===== config.mk =====
export PLATFORM = sky130hd
export DESIGN_NAME = keyboard_voice_tracker_flat
export DESIGN_NICKNAME = d
export VERILOG_FILES = /design/src/rtl/keyboard_voice_tracker_if.sv /design/src/rtl/keyboard_voice_tracker.sv /design/src/flat_wrapper.sv
export SDC_FILE = /design/constraint.sdc
export NUM_CORES = 1
export LEC_CHECK = 0
export ABC_AREA = 1
export CELL_PAD_IN_SITES_DETAIL_PLACEMENT = 1
export CELL_PAD_IN_SITES_GLOBAL_PLACEMENT = 2
export CORE_MARGIN = 4
export CORE_UTILIZATION = 29
export DETAILED_ROUTE_END_ITERATION = 8
export PLACE_DENSITY = 0.88
export SYNTH_ARGS = -nofsm -noshare
export SYNTH_HDL_FRONTEND = slang
export SYNTH_SLANG_ARGS = --single-unit

===== constraint.sdc =====
create_clock -name i_clock -period 1.96 [get_ports i_clock]
set_input_delay 0.392 -clock i_clock [delete_from_list [all_inputs] [get_ports i_clock]]
set_output_delay 0.392 -clock i_clock [all_outputs]
set_load 0.03 [all_outputs]

===== src/rtl/keyboard_voice_tracker_if.sv =====
// Bundles the scan-byte input and the voice/control outputs of keyboard_voice_tracker.
// The master modport is the stimulus/consumer side, and the slave modport is the tracker itself.
interface keyboard_voice_tracker_if #(
  parameter int unsigned NUM_VOICES = 4,
  parameter int unsigned NOTE_W     = 4,
  parameter int unsigned OCT_W      = 2
);
  logic [7:0]                   code;
  logic                         code_valid;
  logic [NUM_VOICES*NOTE_W-1:0] voice_note;
  logic [NUM_VOICES*OCT_W-1:0]  voice_octave;
  logic [NUM_VOICES-1:0]        voice_active;
  logic [OCT_W-1:0]             octave;
  logic                         note_on;
  logic                         note_off;
  logic                         load_n;
  logic                         playback;
  logic                         overflow;

  modport master (
    output code, code_valid,
    input  voice_note, voice_octave, voice_active, octave,
    input  note_on, note_off, load_n, playback, overflow
  );

  modport slave (
    input  code, code_valid,
    output voice_note, voice_octave, voice_active, octave,
    output note_on, note_off, load_n, playback, overflow
  );
endinterface


===== src/rtl/keyboard_voice_tracker.sv =====
// PS/2 scan-byte parser that tracks held note keys in polyphonic voice slots, the octave,
// and the recorder pulses. The optional macro KEYBOARD_OCTAVE_STEP_EN enables Z/X octave stepping.
module keyboard_voice_tracker #(
  parameter int unsigned NUM_VOICES     = 4,
  parameter int unsigned NOTE_W         = 4,
  parameter int unsigned OCT_W          = 2,
  parameter int unsigned DEFAULT_OCTAVE = 1
) (
  input logic                     i_clock,
  input logic                     i_resetn,
  keyboard_voice_tracker_if.slave io_kb
);

  localparam int unsigned IdxW = (NUM_VOICES > 1) ? $clog2(NUM_VOICES) : 1;

  typedef enum logic [1:0] {StIdle, StBrk, StExt, StExtBrk} state_e;

  state_e                              r_state, w_state_next;
  logic [NUM_VOICES-1:0][NOTE_W-1:0]   r_note, w_note_next;
  logic [NUM_VOICES-1:0][OCT_W-1:0]    r_oct, w_oct_next;
  logic [NUM_VOICES-1:0]               r_active, w_active_next;
  logic [OCT_W-1:0]                    r_octave, w_octave_next;
  logic                                r_note_on, w_note_on_next;
  logic                                r_note_off, w_note_off_next;
  logic                                r_load_n, w_load_n_next;
  logic                                r_playback, w_playback_next;
  logic                                r_overflow, w_overflow_next;

  logic [NOTE_W-1:0] w_key_note;
  logic              w_match_found, w_free_found;
  logic [IdxW-1:0]   w_match_idx, w_free_idx;

  function automatic logic [NOTE_W-1:0] note_of(input logic [7:0] c);
    case (c)
      8'h1C:   note_of = NOTE_W'(1);
      8'h15:   note_of = NOTE_W'(2);
      8'h1B:   note_of = NOTE_W'(3);
      8'h23:   note_of = NOTE_W'(4);
      8'h24:   note_of = NOTE_W'(5);
      8'h2B:   note_of = NOTE_W'(6);
      8'h2D:   note_of = NOTE_W'(7);
      8'h34:   note_of = NOTE_W'(8);
      8'h33:   note_of = NOTE_W'(9);
      8'h35:   note_of = NOTE_W'(10);
      8'h3B:   note_of = NOTE_W'(11);
      8'h3C:   note_of = NOTE_W'(12);
      default: note_of = '0;
    endcase
  endfunction

  // Descending scan leaves the lowest matching/free slot index.
  always_comb begin
    w_key_note    = note_of(io_kb.code);
    w_match_found = 1'b0;
    w_match_idx   = '0;
    w_free_found  = 1'b0;
    w_free_idx    = '0;
    for (int i = NUM_VOICES - 1; i >= 0; i--) begin
      if (r_active[i] && (r_note[i] == w_key_note)) begin
        w_match_found = 1'b1;
        w_match_idx   = IdxW'(i);
      end
      if (!r_active[i]) begin
        w_free_found = 1'b1;
        w_free_idx   = IdxW'(i);
      end
    end
  end

  always_comb begin
    w_state_next    = r_state;
    w_note_next     = r_note;
    w_oct_next      = r_oct;
    w_active_next   = r_active;
    w_octave_next   = r_octave;
    w_note_on_next  = 1'b0;
    w_note_off_next = 1'b0;
    w_load_n_next   = 1'b1;
    w_playback_next = 1'b0;
    w_overflow_next = r_overflow;

    if (io_kb.code_valid) begin
      unique case (r_state)
        StIdle: begin
          if (io_kb.code == 8'hF0) begin
            w_state_next = StBrk;
          end else if (io_kb.code == 8'hE0) begin
            w_state_next = StExt;
          end else if (w_key_note != '0) begin
            // A note already held is a typematic repeat and changes nothing.
            if (!w_match_found) begin
              if (w_free_found) begin
                w_note_next[w_free_idx]   = w_key_note;
                w_oct_next[w_free_idx]    = r_octave;
                w_active_next[w_free_idx] = 1'b1;
                w_note_on_next            = 1'b1;
              end else begin
                w_overflow_next = 1'b1;
              end
            end
          end else begin
            case (io_kb.code)
              8'h16: w_octave_next = OCT_W'(0);
              8'h1E: w_octave_next = OCT_W'(1);
              8'h26: w_octave_next = OCT_W'(2);
              8'h25: w_octave_next = OCT_W'(3);
              8'h29: w_load_n_next = 1'b0;
              8'h5A: w_playback_next = 1'b1;
`ifdef KEYBOARD_OCTAVE_STEP_EN
              8'h1A: if (r_octave != '0) w_octave_next = r_octave - OCT_W'(1);
              8'h22: if (r_octave != '1) w_octave_next = r_octave + OCT_W'(1);
`endif
              default: ;
            endcase
          end
        end
        StBrk: begin
          w_state_next = StIdle;
          if ((w_key_note != '0) && w_match_found) begin
            w_note_next[w_match_idx]   = '0;
            w_oct_next[w_match_idx]    = '0;
            w_active_next[w_match_idx] = 1'b0;
            w_note_off_next            = 1'b1;
          end
        end
        StExt: begin
          w_state_next = (io_kb.code == 8'hF0) ? StExtBrk : StIdle;
        end
        StExtBrk: begin
          w_state_next = StIdle;
        end
        default: w_state_next = StIdle;
      endcase
    end
  end

  always_ff @(posedge i_clock or negedge i_resetn) begin
    if (!i_resetn) begin
      r_state    <= StIdle;
      r_note     <= '0;
      r_oct      <= '0;
      r_active   <= '0;
      r_octave   <= OCT_W'(DEFAULT_OCTAVE);
      r_note_on  <= 1'b0;
      r_note_off <= 1'b0;
      r_load_n   <= 1'b1;
      r_playback <= 1'b0;
      r_overflow <= 1'b0;
    end else begin
      r_state    <= w_state_next;
      r_note     <= w_note_next;
      r_oct      <= w_oct_next;
      r_active   <= w_active_next;
      r_octave   <= w_octave_next;
      r_note_on  <= w_note_on_next;
      r_note_off <= w_note_off_next;
      r_load_n   <= w_load_n_next;
      r_playback <= w_playback_next;
      r_overflow <= w_overflow_next;
    end
  end

  assign io_kb.voice_note   = r_note;
  assign io_kb.voice_octave = r_oct;
  assign io_kb.voice_active = r_active;
  assign io_kb.octave       = r_octave;
  assign io_kb.note_on      = r_note_on;
  assign io_kb.note_off     = r_note_off;
  assign io_kb.load_n       = r_load_n;
  assign io_kb.playback     = r_playback;
  assign io_kb.overflow     = r_overflow;

endmodule


===== src/flat_wrapper.sv =====
// flat-port wrapper written by rule: the top's interface ports become plain ports
module keyboard_voice_tracker_flat 
#(
  parameter int unsigned NUM_VOICES     = 4,
  parameter int unsigned NOTE_W         = 4,
  parameter int unsigned OCT_W          = 2,
  parameter int unsigned DEFAULT_OCTAVE = 1
)
  (i_clock, i_resetn, io_kb_code, io_kb_code_valid, io_kb_voice_note, io_kb_voice_octave, io_kb_voice_active, io_kb_octave, io_kb_note_on, io_kb_note_off, io_kb_load_n, io_kb_playback, io_kb_overflow);
  keyboard_voice_tracker_if #(.NUM_VOICES(NUM_VOICES), .NOTE_W(NOTE_W), .OCT_W(OCT_W)) io_kb_i ();
  input logic i_clock;
  input logic i_resetn;
  input wire logic [$bits(io_kb_i.code)-1:0] io_kb_code;
  input wire logic [$bits(io_kb_i.code_valid)-1:0] io_kb_code_valid;
  output wire logic [$bits(io_kb_i.voice_note)-1:0] io_kb_voice_note;
  output wire logic [$bits(io_kb_i.voice_octave)-1:0] io_kb_voice_octave;
  output wire logic [$bits(io_kb_i.voice_active)-1:0] io_kb_voice_active;
  output wire logic [$bits(io_kb_i.octave)-1:0] io_kb_octave;
  output wire logic [$bits(io_kb_i.note_on)-1:0] io_kb_note_on;
  output wire logic [$bits(io_kb_i.note_off)-1:0] io_kb_note_off;
  output wire logic [$bits(io_kb_i.load_n)-1:0] io_kb_load_n;
  output wire logic [$bits(io_kb_i.playback)-1:0] io_kb_playback;
  output wire logic [$bits(io_kb_i.overflow)-1:0] io_kb_overflow;
  assign io_kb_i.code = io_kb_code;
  assign io_kb_i.code_valid = io_kb_code_valid;
  assign io_kb_voice_note = io_kb_i.voice_note;
  assign io_kb_voice_octave = io_kb_i.voice_octave;
  assign io_kb_voice_active = io_kb_i.voice_active;
  assign io_kb_octave = io_kb_i.octave;
  assign io_kb_note_on = io_kb_i.note_on;
  assign io_kb_note_off = io_kb_i.note_off;
  assign io_kb_load_n = io_kb_i.load_n;
  assign io_kb_playback = io_kb_i.playback;
  assign io_kb_overflow = io_kb_i.overflow;
  keyboard_voice_tracker #(.NUM_VOICES(NUM_VOICES), .NOTE_W(NOTE_W), .OCT_W(OCT_W), .DEFAULT_OCTAVE(DEFAULT_OCTAVE)) u_core (.i_clock(i_clock), .i_resetn(i_resetn), .io_kb(io_kb_i));
endmodule

==> Yosys cells after proc, flatten, opt, wreduce, memory -nomap -nowiden <==
Cells that the tools add are included.
{ "word_totals": {"register_bits": 37, "latchBits": 0, "ram_bits": 0, "romBits": 0, "in_bits": 11, "out_inout_bits": 35, "wordCells": 161, "n_memories": 0} }
{ "classes": {"addsub": 0, "mul": 0, "div": 0, "order_cmp": 4, "eq_ne": 34, "n_shift": 0, "mux": 79, "n_bitwise": 12, "n_reduce_logical": 16} }
{ "ops": {"columns": ["op", "n"], "rows": [
  ["$eq 8x6->1 const B", 12],
  ["$mux 16", 6],
  ["$mux 8", 6],
  ["$pmux 4 s12", 1],
  ["$eq 8x5->1 const B", 5],
  ["$mux 1", 32],
  ["$mux 4", 8],
  ["$pmux 16 s2", 1],
  ["$mux 2", 13],
  ["$and 16x16->16", 1],
  ["$bwmux 16", 1],
  ["$demux 4 s2", 2],
  ["$eq 4x4->1", 4],
  ["$eq 8x8->1 const B", 2],
  ["$not 16->16", 1],
  ["$pmux 8 s2", 1],
  ["$and 8x8->8", 1],
  ["$bwmux 8", 1],
  ["$demux 2 s2", 2],
  ["$eq 8x7->1 const B", 1],
  ["$not 8->8", 1],
  ["$pmux 2 s4", 1],
  ["$pmux 4 s2", 1],
  ["$reduce_and 8->1", 1],
  ["21 further kinds", 40]
]} }

==> Longest topological paths before layout <==
Gate-level depths: netlist of run 1.
{ "logic_depth": {"ltp_word": 16, "mapped_depth": 20, "ltp_nobuf": 18} }

==> Least setup slack after synthesis of run 1 <==
OpenSTA, ideal clock, no wires.
{ "synth_path": {"kind": "input-to-reg", "start": "in io_kb_code[4]", "end": "reg u_core.r_note, in the netlist u_core.io_kb.voice_note[9]", "setup_time_ns": 0.123, "arrival_time_ns": 2.118, "required_ns": 1.837, "setup_slack_ns": -0.281, "stages": 18, "path_buffers": 2, "path_cell_list": "inv_2 -> nand2_1 -> nor2_4 -> nand2_1 -> nand3_2 -> nand2_1 -> nand2_1 -> nand3_1 -> nor2_1 -> nor2_4 -> nand2_2 -> nand2_2 -> nand2_4 -> buf_6 -> nand3_4 -> buf_6 -> nand2_2 -> o21ai_2"} }
{ "synth_between": {"elab_chain_cells": 16} }
{ "synth_rtl": {"columns": ["item", "line", "rtl"], "rows": [
  ["start, declared", "flat_wrapper.sv:13", "input wire logic [$bits(io_kb_i.code)-1:0] io_kb_code;"],
  ["$eq 8x6->1 / $eq 8x5->1 (equally long branches)", "keyboard_voice_tracker.sv:34", "case (c)"],
  ["$pmux 4 s12", "keyboard_voice_tracker.sv:34", null],
  ["$eq 4x4->1", "keyboard_voice_tracker.sv:59", "if (r_active[i] && (r_note[i] == w_key_note)) begin"],
  ["$logic_and 1x1->1", "keyboard_voice_tracker.sv:59", null],
  ["$mux 2 (4 in series)", "keyboard_voice_tracker.sv:59", null],
  ["$lt 2x3->1 (implied by the code) / $ge 2x1->1 (equally long branches)", "keyboard_voice_tracker.sv:120", "w_note_next[w_match_idx] = '0;"],
  ["$logic_and 1x1->1 (implied by the code)", "keyboard_voice_tracker.sv:120", null],
  ["$mux 4 (implied by the code)", "keyboard_voice_tracker.sv:120", null],
  ["$demux 4 s2", null, null],
  ["$not 16->16 (no source line)", null, null],
  ["$and 16x16->16 (no source line)", null, null],
  ["$mux 16", "keyboard_voice_tracker.sv:119", "if ((w_key_note != '0) && w_match_found) begin"],
  ["$pmux 16 s2", "keyboard_voice_tracker.sv:83", "unique case (r_state)"],
  ["end signal, assigned", "keyboard_voice_tracker.sv:151", "r_note <= w_note_next;"],
  ["end, declared", "keyboard_voice_tracker.sv:19", "logic [NUM_VOICES-1:0][NOTE_W-1:0] r_note, w_note_next;"]
]} }
Several ways; a longest one is shown, not always the timed one. The select of a mux whose other input is x is not followed.
A chain may end at the register's enable or synchronous reset.

==> Worst setup path in the final report of run 1 <==
{ "layout_path": {"start": "in io_kb_code[1]", "end": "reg u_core.r_active[2] (netlist: u_core.io_kb.voice_active[2])"} }
{ "layout_between": {"elab_chain_cells": 16} }
{ "layout_rtl": {"columns": ["item", "line", "rtl"], "rows": [
  ["$eq 8x6->1 / $eq 8x5->1 (equally long branches)", "keyboard_voice_tracker.sv:34", null],
  ["$pmux 4 s12", "keyboard_voice_tracker.sv:34", null],
  ["$eq 4x4->1", "keyboard_voice_tracker.sv:59", null],
  ["$logic_and 1x1->1", "keyboard_voice_tracker.sv:59", null],
  ["$mux 2 (4 in series)", "keyboard_voice_tracker.sv:59", null],
  ["$lt 2x3->1 (implied by the code) / $ge 2x1->1 (equally long branches)", "keyboard_voice_tracker.sv:122", "w_active_next[w_match_idx] = 1'b0;"],
  ["$logic_and 1x1->1 (implied by the code)", "keyboard_voice_tracker.sv:122", null],
  ["$mux 1 (implied by the code)", "keyboard_voice_tracker.sv:122", null],
  ["$demux 1 s2", null, null],
  ["$not 4->4 (no source line)", null, null],
  ["$and 4x4->4 (no source line)", null, null],
  ["$mux 4", "keyboard_voice_tracker.sv:119", null],
  ["$pmux 4 s2", "keyboard_voice_tracker.sv:83", null],
  ["end signal, assigned", "keyboard_voice_tracker.sv:153", "r_active <= w_active_next;"],
  ["end, declared", "keyboard_voice_tracker.sv:21", "logic [NUM_VOICES-1:0] r_active, w_active_next;"]
]} }
Several ways; a longest one is shown, not always the timed one. The select of a mux whose other input is x is not followed.

==> qor.yml, run 1 <==
placed_design:
  dpl_cell_area_mm2: 0.00398
  place.gp.congestion: 0.919
  io_buffers: 45
  dp.cells: 674
  dpl.hpwl_um: 8100
  pre_cts_slack_ns: -1.16
worst_setup_path:
  required_ns: 2.20
  crit_arrival_ns: 2.57
  worst-path-max-fanout: 5
  start_kind: "input port"
  critical_path_class: "in2reg"
  end_kind: "flip-flop"
yosys:
  synth-seq-area-share_pct: 32.8
  postSynthAreaPerCell_um2: 6.40
  syn_nets: 453
  ys_types: 31
  ys_warn_count: 0
  syn_inst: 442
  ys_ff_latch: 37
  syn-cell-area_mm2: 0.00283
final_layout:
  drive_gt1_share_pct: 37.6
  fillCellCount: 1210
  syn_to_final_growth_pct: 70.4
  final_common_cell: "nand2_1"
  final_cell_mix: "156 x nand2_1, 93 x buf_4, 44 x inv_1, 39 x nor2_1, 36 x clkdlybuf4s50_1"
  layout.nets: 605
  finalInstanceArea_mm2: 0.00482
  antennaDiodeCount: 0
  fin_cells: 724
power:
  seq_power_share_pct: 41.1
  vdd_drop_max_uv: 212
  switching_share_pct: 34.0
  pwr-share-clk_pct: 31.6
  cell_internal_pwr_w: 0.00127
  switching_power_w: 0.000653
  p_leak_nw: 2.43
  pwr-share-comb_pct: 27.3
  power.density_mw_per_mm2: 398
timing:
  setup_slack_ns: -0.371
  final.min_clock_period_ns: 2.33
  finalCritPeriodShare_pct: 119
  hold_viol_final: 0
  setup_tns_ns: -9.98
  tightest_slew_ns: 0.591
  max_slew_margin_pct: 60.4
  fmax_ghz: 0.429
  maxSlewViolCount: 0
  setup_viol: 31
  rsz0062_at_grt: "true"
  skew_ns: 0.00658
status:
  status: "complete, but fails checks"
  violations: "negative setup slack"
cts:
  numClockSinks: 37
  cts.path.max_buffers: 2
  cts_buffers: 5
  worstSkewPairLatency_ns: 0.30
  cts.htree.levels: 2
  clock-root-buffer: "clkbuf_8"
  cts_tree: "done"
  hold_buffers: 0
  path_clk_slew_ns: 0.09
global_routing:
  grt_max_degree: 28
  antenna_found_initial: 0
  grt_pass1_vias: 3849
  grt_pass1_wl_um: 20400
  grt_use_total_pct: 22.4
  grt-ovfl-total: 0
job:
  cap_viol_max_count: 0
die:
  fp-row-count: 35
  chipWidth_um: 107
  die_h_um: 107
  initial_core_util_pct: 30.2
  io_pins: 46
  core_mm2: 0.00937
  dieArea_mm2: 0.0114
routing:
  firstDrtPassIters: 4
  drtIter0Drc: 151
  avgRoutedWirePerCell_um: 18.7
  ant_nets: 0
  wirelength_um: 13500
  vias: 3703
  drc: 0
  viasPerCell: 5.11
hold_path:
  hold_path_class: "in2async"
-- critical path: stages --
cell	delay, ns
buf_4	0.14
nor2_1	0.25
nand2_1	0.12
nand2_1	0.10
nand2_2	0.08
nand3_4	0.15
buf_4	0.14
a21oi_1	0.09
nand3_2	0.10
nor2_4	0.05
nor2_4	0.23
nand3_4	0.14
buf_4	0.17
nor2_4	0.15
nand2_1	0.07
nand2_1	0.07
inv_1	0.05
nor2_1	0.07
-- layout make-up --
type | instances | area, µm² | area share, %
timing repair buffer | 151 | 1340 | 27.7
clock buffer | 7 | 86.3 | 1.79
sequential | 37 | 928 | 19.2
inverter | 56 | 246 | 5.11
clock inverter | 1 | 7.51 | 0.156
tap | 129 | 161 | 3.35
multi-input combinational | 343 | 2060 | 42.6
-- logic make-up after synthesis --
kind of cell,count (synthesis),synth area share (%)
compound gates,32,8.36
buf+inv,63,9.42
flops,37,32.8
mux,1,0.398
simple gates,309,49.0
-- through the flow --
| stage | hold slack, ns | util (%) | total power [W] |
|---|---|---|---|
| after floorplan | 0.0964 | - | 0.00100 |
| after global placement | 0.378 | 42.5 | 0.00119 |
| after detailed placement | 0.392 | 42.5 | 0.00120 |
| after CTS | 0.0700 | 49.5 | 0.00186 |
| after global routing | 0.0740 | 51.5 | 0.00199 |
| final | 0.0403 | 51.5 | 0.00192 |
-- Yosys cell counts --
cell,instances,area [µm²]
nor2_1,47,176
clkbuf_1,3,11.3
o41ai_1,1,8.76
nand2_1,178,668
nand3_1,30,150
nand4_1,16,100
o211ai_1,1,7.51
dfstp_2,2,52.6
clkinv_1,1,3.75
nor2_4,4,45.0
o21bai_1,1,7.51
o211ai_2,1,12.5
nand3b_1,1,7.51
o21ai_2,9,78.8
o21ai_0,6,30.0
a21oi_1,4,20.0
nor2_2,8,50.1
buf_6,4,45.0
nand2_4,3,33.8
o21ai_4,1,16.3
nand3_2,4,40.0
inv_1,49,184
o21ai_1,2,10.0
nor3_1,6,30.0
nand3_4,1,17.5
nand2_2,9,56.3
a22oi_1,6,45.0
mux2_2,1,11.3
dfrtp_1,35,876
nor4_1,2,12.5
inv_2,6,22.5
-- final timing paths --
path	startpoint	endpoint	slack, ns	cells past startpoint
setup reg to reg	u_core.io_kb.voice_note[9]$_DFFE_PN0P_	u_core.io_kb.voice_note[0]$_DFFE_PN0P_	0	14
hold / removal	i_resetn	u_core.io_kb.voice_octave[1]$_DFFE_PN0P_	0.04	1
min in group i_clock	io_kb_code[0]	u_core.io_kb.playback$_DFF_PN0_	0.45	4
max in group asynchronous	i_resetn	u_core.io_kb.voice_note[12]$_DFFE_PN0P_	1.44	2
setup / recovery	io_kb_code[1]	u_core.io_kb.voice_active[2]$_DFFE_PN0P_	-0.37	18
hold reg to reg	u_core.io_kb.voice_note[8]$_DFFE_PN0P_	u_core.io_kb.voice_note[8]$_DFFE_PN0P_	0.52	2
-- registers in the layout, indices dropped and copies added (netlist names) --
signal	count
u_core.io_kb.note_off	1
u_core.io_kb.playback	1
u_core.io_kb.voice_octave	8
u_core.r_state	2
u_core.io_kb.voice_note	16
u_core.io_kb.voice_active	4
u_core.io_kb.octave	2
u_core.io_kb.note_on	1
u_core.io_kb.overflow	1
u_core.io_kb.load_n	1
-- routing by layer --
layer / global-route usage (%) / vias up / wire [µm]
li1: - / 1704 / -
met3: 2.95 / 52 / 730
met1: 28.3 / 1813 / 5530
met2: 39.3 / 134 / 6540
met4: 7.40 / 0 / 715
met5: 0 / - / 0
-- what timing repair did --
item                                    in CTS  in global routing
pin swaps                                   46                 31
endpoints found under the setup margin      33                 31
gates cloned                                 1                  0
buffers inserted                            31                 11
resized for setup                          115                 18
-- power by group through the flow --
stage                     combinational, W  sequential, W  clock (W)
after floorplan                   0.000176       0.000825          0
after global placement            0.000386       0.000802          0
after detailed placement          0.000395       0.000802          0
after CTS                         0.000465       0.000787   0.000606
after global routing              0.000558       0.000790   0.000637
final                             0.000524       0.000789   0.000607
(Power assumes the default switching activity.)
==> run 2, diff against run 1 <==
- CELL_PAD_IN_SITES_DETAIL_PLACEMENT: 1 -> default
- CELL_PAD_IN_SITES_GLOBAL_PLACEMENT: 2 -> default
- CORE_UTILIZATION: 29 -> 40
- PLACE_DENSITY: 0.88 -> 0.7
- SKIP_LAST_GASP: default -> 1
- clock period: 1.96 -> 2.7 ns (I/O delays scaled with it)
==> run 2 against run 1 <==
Compared with the run above:
- the run now ends clean
- clock power decreased by 32%
- sequential share of layout area increased by 3.1 points
- clock-buffer cell count increased by 1
- cell area decreased by 14%
- critical path depth decreased by 4
- global-route usage decreased by 2.1 points
- largest cell class unchanged
==> qor.yml, run 2 (synthesized netlist as in run 1, its figures left out) <==
routing:
  wirelength_um: 9020  # -33%
  met3_length_um: 520  # -29%
  met1_length_um: 3820  # -31%
  ant_nets: 0  # unchanged
  avgRoutedWirePerCell_um: 13.9  # -25%
  routed-wl-met2_um: 4380  # -33%
  drtIter0Drc: 224  # +48%
  drc: 0  # unchanged
  vias: 3340  # -9.8%
  firstDrtPassIters: 5  # +1
  viasPerCell: 5.16  # +0.93%
  top_layer: "met4"
placed_design:
  place.gp.congestion: 0.938  # +2.1%
  pre_cts_slack_ns: -0.506  # +0.655 ns
  dpl.hpwl_um: 6130  # -24%
  io_buffers: 45  # unchanged
global_routing:
  grt_pass1_vias: 3090  # -20%
  grt_use_total_pct: 20.3  # -2.1 points
  antenna_found_initial: 0  # unchanged
  grt_pass1_wl_um: 14100  # -31%
  grt_max_degree: 38  # +36%
  grt-ovfl-total: 0  # unchanged
power:
  p_leak_nw: 2.13  # -12%
  switching_power_w: 0.000391  # -40%
  power.density_mw_per_mm2: 304  # -24%
  pwr-share-clk_pct: 32.5  # +0.9 points
  vdd_drop_max_uv: 163  # -23%
  switching_share_pct: 31.0  # -3.1 points
  pwr-share-comb_pct: 21.9  # -5.4 points
  cell_internal_pwr_w: 0.000873  # -31%
  seq_power_share_pct: 45.6  # +4.5 points
  finalPower_w: 0.00126  # -34%
timing:
  hold_viol_final: 0  # unchanged
  finalCritPeriodShare_pct: 94.9
  fmax_ghz: 0.390
  final.min_clock_period_ns: 2.56
  skew_ns: 0.0121  # +0.00553 ns
  setup_viol: 0  # -100%
  hold_ws_ns: 0.327  # +0.287 ns
  tightest_slew_ns: 0.805  # +0.214 ns
  setup_tns_ns: 0  # +9.98 ns
  setup_slack_ns: 0.138  # +0.509 ns
  max_slew_margin_pct: 46.3  # -14 points
  maxSlewViolCount: 0  # unchanged
  rsz0062_at_grt: "false"
final_layout:
  largest_reg_flops: 16  # unchanged
  syn_to_final_growth_pct: 46.9
  layout.nets: 561  # -7.3%
  drive_gt1_share_pct: 27.8  # -9.9 points
  final_common_cell: "nand2_1"
  final_cell_mix: "167 x nand2_1, 59 x buf_4, 47 x inv_1, 40 x nor2_1, 36 x clkdlybuf4s50_1"
  final_util_pct: 60.9  # +9.4 points
  antennaDiodeCount: 0  # unchanged
cts:
  worstSkewPairLatency_ns: 0.30  # about the same
  cts.path.max_buffers: 2  # unchanged
  path_clk_slew_ns: 0.08  # about the same
  cts_tree: "done"
  numClockSinks: 37  # unchanged
  cts.htree.levels: 2  # unchanged
  cts_buffers: 5  # unchanged
  clock-root-buffer: "clkbuf_8"
  hold_buffers: 0  # unchanged
worst_setup_path:
  start_kind: "input port"
  worst-path-max-fanout: 7  # +2
  crit_arrival_ns: 2.75  # +0.18 ns
  required_ns: 2.89  # +0.69 ns
  critical_path_class: "in2reg"
  end_kind: "flip-flop"
die:
  core_mm2: 0.00683  # -27%
  initial_core_util_pct: 41.4  # +11 points
  die_h_um: 92.1  # -14%
  chipWidth_um: 92.1  # -14%
  io_pins: 46  # unchanged
  fp-row-count: 30  # -14%
  dieArea_mm2: 0.00849  # -26%
status:
  status: "finished clean"
job:
  cap_viol_max_count: 0  # unchanged
hold_path:
  hold_path_class: "in2async"
run 2: cell types whose count changed in the layout (fill, tap and decap cells not counted), sizes merged:
cell / previous run / this run
buf: 115 / 63
clkbuf: 7 / 12
dlymetal6s2s: 0 / 4
clkinvlp: 1 / 0
run 2: repair_timing:
item,in CTS,in global routing
gates resized for setup,30,49
gates cloned,1,0
setup endpoints to repair,28,29
pin swaps,9,19
buffers inserted,3,15
run 2: worst max-delay path, cell delays in order:
cell	delay (ns)
clkbuf_2	0.14
inv_2	0.07
nand2_2	0.11
nor2_2	0.08
o21ai_4	0.20
nand3_4	0.12
buf_4	0.18
o211ai_1	0.37
nor2_4	0.07
nor2_4	0.20
buf_4	0.14
nand2_1	0.15
a22oi_1	0.25
o21ai_2	0.09
run 2: final timing paths:
check	slack, ns	endpoint	cells past startpoint	startpoint
max	0.14	u_core.io_kb.voice_octave[4]$_DFFE_PN0P_	14	io_kb_code[1]
min	0.33	u_core.io_kb.voice_octave[4]$_DFFE_PN0P_	1	i_resetn
max reg2reg	0.82	u_core.io_kb.voice_octave[4]$_DFFE_PN0P_	8	u_core.io_kb.voice_note[4]$_DFFE_PN0P_
min reg2reg	0.49	u_core.io_kb.overflow$_DFFE_PN0P_	1	u_core.io_kb.overflow$_DFFE_PN0P_
max in group asynchronous	1.86	u_core.r_state[1]$_DFFE_PN0P_	1	i_resetn
min in group i_clock	0.49	u_core.io_kb.overflow$_DFFE_PN0P_	1	u_core.io_kb.overflow$_DFFE_PN0P_
run 2: area by class of cell:
cell class / count / area, µm²
multi-input combinational: 343 / 1900
clock buffer: 8 / 90.1
tap: 96 / 120
sequential: 37 / 928
fill: 628 / 2670
timing repair buffer: 107 / 912
inverter: 56 / 210
run 2: through the flow:
| stage | std cells | instance area [µm²] |
|---|---|---|
| finish | 647 | 4160 |
| global route | 647 | 4160 |
| CTS | 632 | 3910 |
| detailed placement | 620 | 3670 |
| global placement | 620 | 3670 |
| floorplan | 442 | 2830 |
run 2: per-layer routing:
metal  up-vias  track usage (%)
li1       1618                -
met1      1544             27.0
met2       146             33.9
met3        32             3.12
met4         0             6.19
met5         -                0
run 2: power by group through the flow:
stage	clock, W	combinational (W)	sequential (W)
5_1_grt	0.000439	0.000302	0.000578
3_5_place_dp	0	0.000235	0.000587
2_1_floorplan	0	0.000118	0.000599
4_1_cts	0.000421	0.000247	0.000576
3_3_place_gp	0	0.000230	0.000587
6_report	0.000410	0.000277	0.000577
==> run 3, diff against run 2 <==
- SLEW_MARGIN: default -> 20
==> results of run 3 <==
The final DEF is identical to that of run 2; final timing and power are the same.
